### src/rtl/gate_tt_pkg.sv
// Shared definitions for the gate truth-table checker: op codes, FSM states, vector index width.
package gate_tt_pkg;

  localparam logic [2:0] OP_AND  = 3'd0;
  localparam logic [2:0] OP_OR   = 3'd1;
  localparam logic [2:0] OP_NOT  = 3'd2;
  localparam logic [2:0] OP_NAND = 3'd3;
  localparam logic [2:0] OP_NOR  = 3'd4;
  localparam logic [2:0] OP_XOR  = 3'd5;
  localparam logic [2:0] OP_XNOR = 3'd6;
  localparam logic [2:0] OP_RSVD = 3'd7;

  localparam int IDX_W = 2;

  typedef enum logic [1:0] {
    ST_IDLE   = 2'd0,
    ST_SETTLE = 2'd1,
    ST_SAMPLE = 2'd2,
    ST_DONE   = 2'd3
  } state_e;

endpackage

### src/rtl/gate_tt_ref.sv
// Combinational expected-value model of the two-input gate block; reserved op yields 0.
module gate_tt_ref
  import gate_tt_pkg::*;
(
  input  logic [2:0] op,
  input  logic       a,
  input  logic       b,
  output logic       y_exp
);

  always_comb begin
    y_exp = 1'b0;
    case (op)
      OP_AND:  y_exp = a & b;
      OP_OR:   y_exp = a | b;
      OP_NOT:  y_exp = ~a;
      OP_NAND: y_exp = ~(a & b);
      OP_NOR:  y_exp = ~(a | b);
      OP_XOR:  y_exp = a ^ b;
      OP_XNOR: y_exp = ~(a ^ b);
      default: y_exp = 1'b0;
    endcase
  end

endmodule

### config.mk
export PLATFORM = sky130hd
export DESIGN_NAME = gate_tt_ref
export DESIGN_NICKNAME = d
export VERILOG_FILES = /design/src/rtl/gate_tt_pkg.sv /design/src/rtl/gate_tt_ref.sv
export SDC_FILE = /design/constraint.sdc
export NUM_CORES = 1
export LEC_CHECK = 0
export BUFFER_PORTS_ARGS = -buffer_cell sky130_fd_sc_hd__buf_2
export CORE_AREA = 2 2 39 41
export DETAILED_ROUTE_END_ITERATION = 12
export DIE_AREA = 0 0 41 43
export PLACE_DENSITY_LB_ADDON = 0.2
export SYNTH_ARGS = -nofsm -noshare
export SYNTH_HDL_FRONTEND = slang
export SYNTH_SLANG_ARGS = --single-unit
### constraint.sdc
create_clock -name vclk -period 1
set_input_delay 0.15 -clock vclk [all_inputs]
set_output_delay 0.15 -clock vclk [all_outputs]
set_load 0.03 [all_outputs]
==> impl_metrics.json <==
{
  "regArea_um2": 0,
  "fin_util_pct": 15.9,
  "synthCells": 13,
  "p_comb_share_pct": 100.0,
  "grt_pass1_vias": 99,
  "synth_top_cells_by_area": "ha_1 24%, or2b_1 14%, and4bb_1 12%",
  "seq_power_share_pct": 0,
  "p_int_mw": 0.0526,
  "grt_use_total_pct": 3.10,
  "synth_top_area_cell": "ha_1",
  "first_pass_iters": 2,
  "swShare_pct": 42.7,
  "crit_type": "primary input to primary output",
  "synth_seq_area_share_pct": 0,
  "grt.overflow.total": 0,
  "p_clk_share_pct": 0,
  "tightest_slew_ns": 0.131,
  "cp_max_fo": 3,
  "crit_family": "compound AO/OA/AOI/OAI gates",
  "nClkBuffers": 0,
  "avgSynthCellArea_um2": 7.99,
  "antenna_violating_nets_post_route": 0,
  "start_util_pct": 7.50,
  "worst_setup_path_start_kind": "primary input",
  "worstPathArrival_ns": 1.08,
  "netlist_area_um2": 104,
  "synth_cell_types": 9,
  "routedWlPerCell_um": 7.24,
  "nFillCells": 154,
  "vdd_drop_max_v": 0.000121,
  "grt_pass1_wl_um": 414,
  "worst-path-stages": 6,
  "synth_nets": 20,
  "slew_headroom_pct": 91.0,
  "synthToLayoutAreaGrowth_pct": 112,
  "place_ws_ns": -0.347,
  "leakagePower_nw": 0.0989,
  "fin_crit_sh_pct": 123,
  "tns_ns": -0.229,
  "powerDensity_mw_per_mm2": 416,
  "place_congestion": 0.507,
  "coreArea_mm2": 0.00138,
  "path_cells": "buf_8, ha_4, or2b_1, a32oi_1, o221a_2, buf_6",
  "n_sequential_cell": 0,
  "antenna_found_initial": 0,
  "final.min_clock_period_ns": 1.23,
  "slew_viol_final": 0,
  "port_buffers": 6,
  "violations": "setup timing",
  "post_drt_via_cell_ratio": 3.22,
  "hold_path.class": "primary input to primary output",
  "required_ns": 0.85,
  "setup_viol": 1,
  "hold_depth": 4,
  "routed_wl_um": 268,
  "fp.dieW_um": 41,
  "rsz0062_at_grt": "yes",
  "cp.buffers_inverters": 2,
  "cp-endpoint": "y_exp",
  "drv_cap": 0,
  "yosysWarnings": 0,
  "postCtsSetupRepairBufs": 0,
  "drc": 0,
  "setup_slack_ns": -0.229,
  "startpoint": "b",
  "cpPeakStageDelay_ns": 0.22,
  "fin_nets": 30,
  "p_sw_mw": 0.0391,
  "multi_input_area_um2": 118,
  "die_h_um": 43,
  "dieArea_mm2": 0.00176,
  "num_vias": 119,
  "io_pins": 6,
  "drtIter0Drc": 1,
  "row_count": 14,
  "status": "finished, violations left",
  "crit_slowest_cell": "or2b_1",
  "fmax_mhz": 814,
  "grt_max_degree": 5,
  "crit_path_end_kind": "primary output",
  "yosysTopAreaCellShare_pct": 24.1,
  "hold_viol": 0,
  "drive_gt1_share_pct": 52.4,
  "n_antenna_cell": 0
}
-- placed cells by master, fill, tap and decap left out --
cell      Yosys  final
buf_4         0      2
and4bb_1      1      1
buf_6         0      1
buf_8         0      2
buf_2         0      3
inv_1         3      3
or2b_1        2      2
nor2_1        1      1
ha_4          0      2
o221a_2       0      1
a31oi_1       1      1
mux2i_1       1      1
a32oi_1       1      1
-- layer usage --
layer  GRT usage [%]  routed length [um]  up-vias
met5               0                   0        -
met4               0                   0        0
met3               0                  27        0
met2            4.06                  81        6
met1            5.70                 159       49
li1                -                   -       64
-- power groups by stage --
stage / registers (mW) / logic (mW) / clock network (mW)
finish: 0 / 0.0917 / 0
global route: 0 / 0.0999 / 0
CTS: 0 / 0.0921 / 0
detailed placement: 0 / 0.0712 / 0
global placement: 0 / 0.0696 / 0
floorplan: 0 / 0.0401 / 0
-- layout make-up --
cell class / count / share of cell area, %
tap: 16 / 9.09
inverter: 3 / 5.11
timing repair buffer: 8 / 32.4
multi-input combinational: 10 / 53.4
-- cells in the mapped netlist --
cell type and count:
inv_1 3, nor2_1 1, mux2i_1 1, or2b_1 2, o221a_1 1, and4bb_1 1
a31oi_1 1, ha_1 2, a32oi_1 1
-- kinds of logic after synthesis --
logic type               count (synthesis)  synth area share [%]
AND/OR/NAND/NOR                          4                  30.1
multiplexers                             1                  9.64
adder cells (fa/ha/maj)                  2                  24.1
buffers and inverters                    3                  10.8
AO/OA/AOI/OAI                            3                  25.3
-- worst min-delay path by stage --
stage	start	end	slack, ns
detailed placement	op[1]	y_exp	0.84
CTS	op[2]	y_exp	0.80
global route	op[1]	y_exp	0.83
global placement	op[1]	y_exp	0.82
finish	op[2]	y_exp	0.80
floorplan	op[1]	y_exp	0.53
-- metrics by stage --
stage | total power, mW | cell area, um^2 | instances | hold slack, ns
CTS | 0.0921 | 220 | 37 | 0.801
global route | 0.0999 | 220 | 37 | 0.830
finish | 0.0917 | 220 | 37 | 0.798
floorplan | 0.0401 | 116 | 13 | 0.528
global placement | 0.0696 | 181 | 37 | 0.818
detailed placement | 0.0712 | 181 | 37 | 0.838
-- timing repair --
action / in CTS / in global routing
pin swaps: 4 / 2
resized for setup: 8 / 0
hold buffers: 0 / 0
hold endpoints to repair: 0 / 0
endpoints found under the setup margin: 1 / 1
Note: power is estimated with default switching activity, not from simulation.
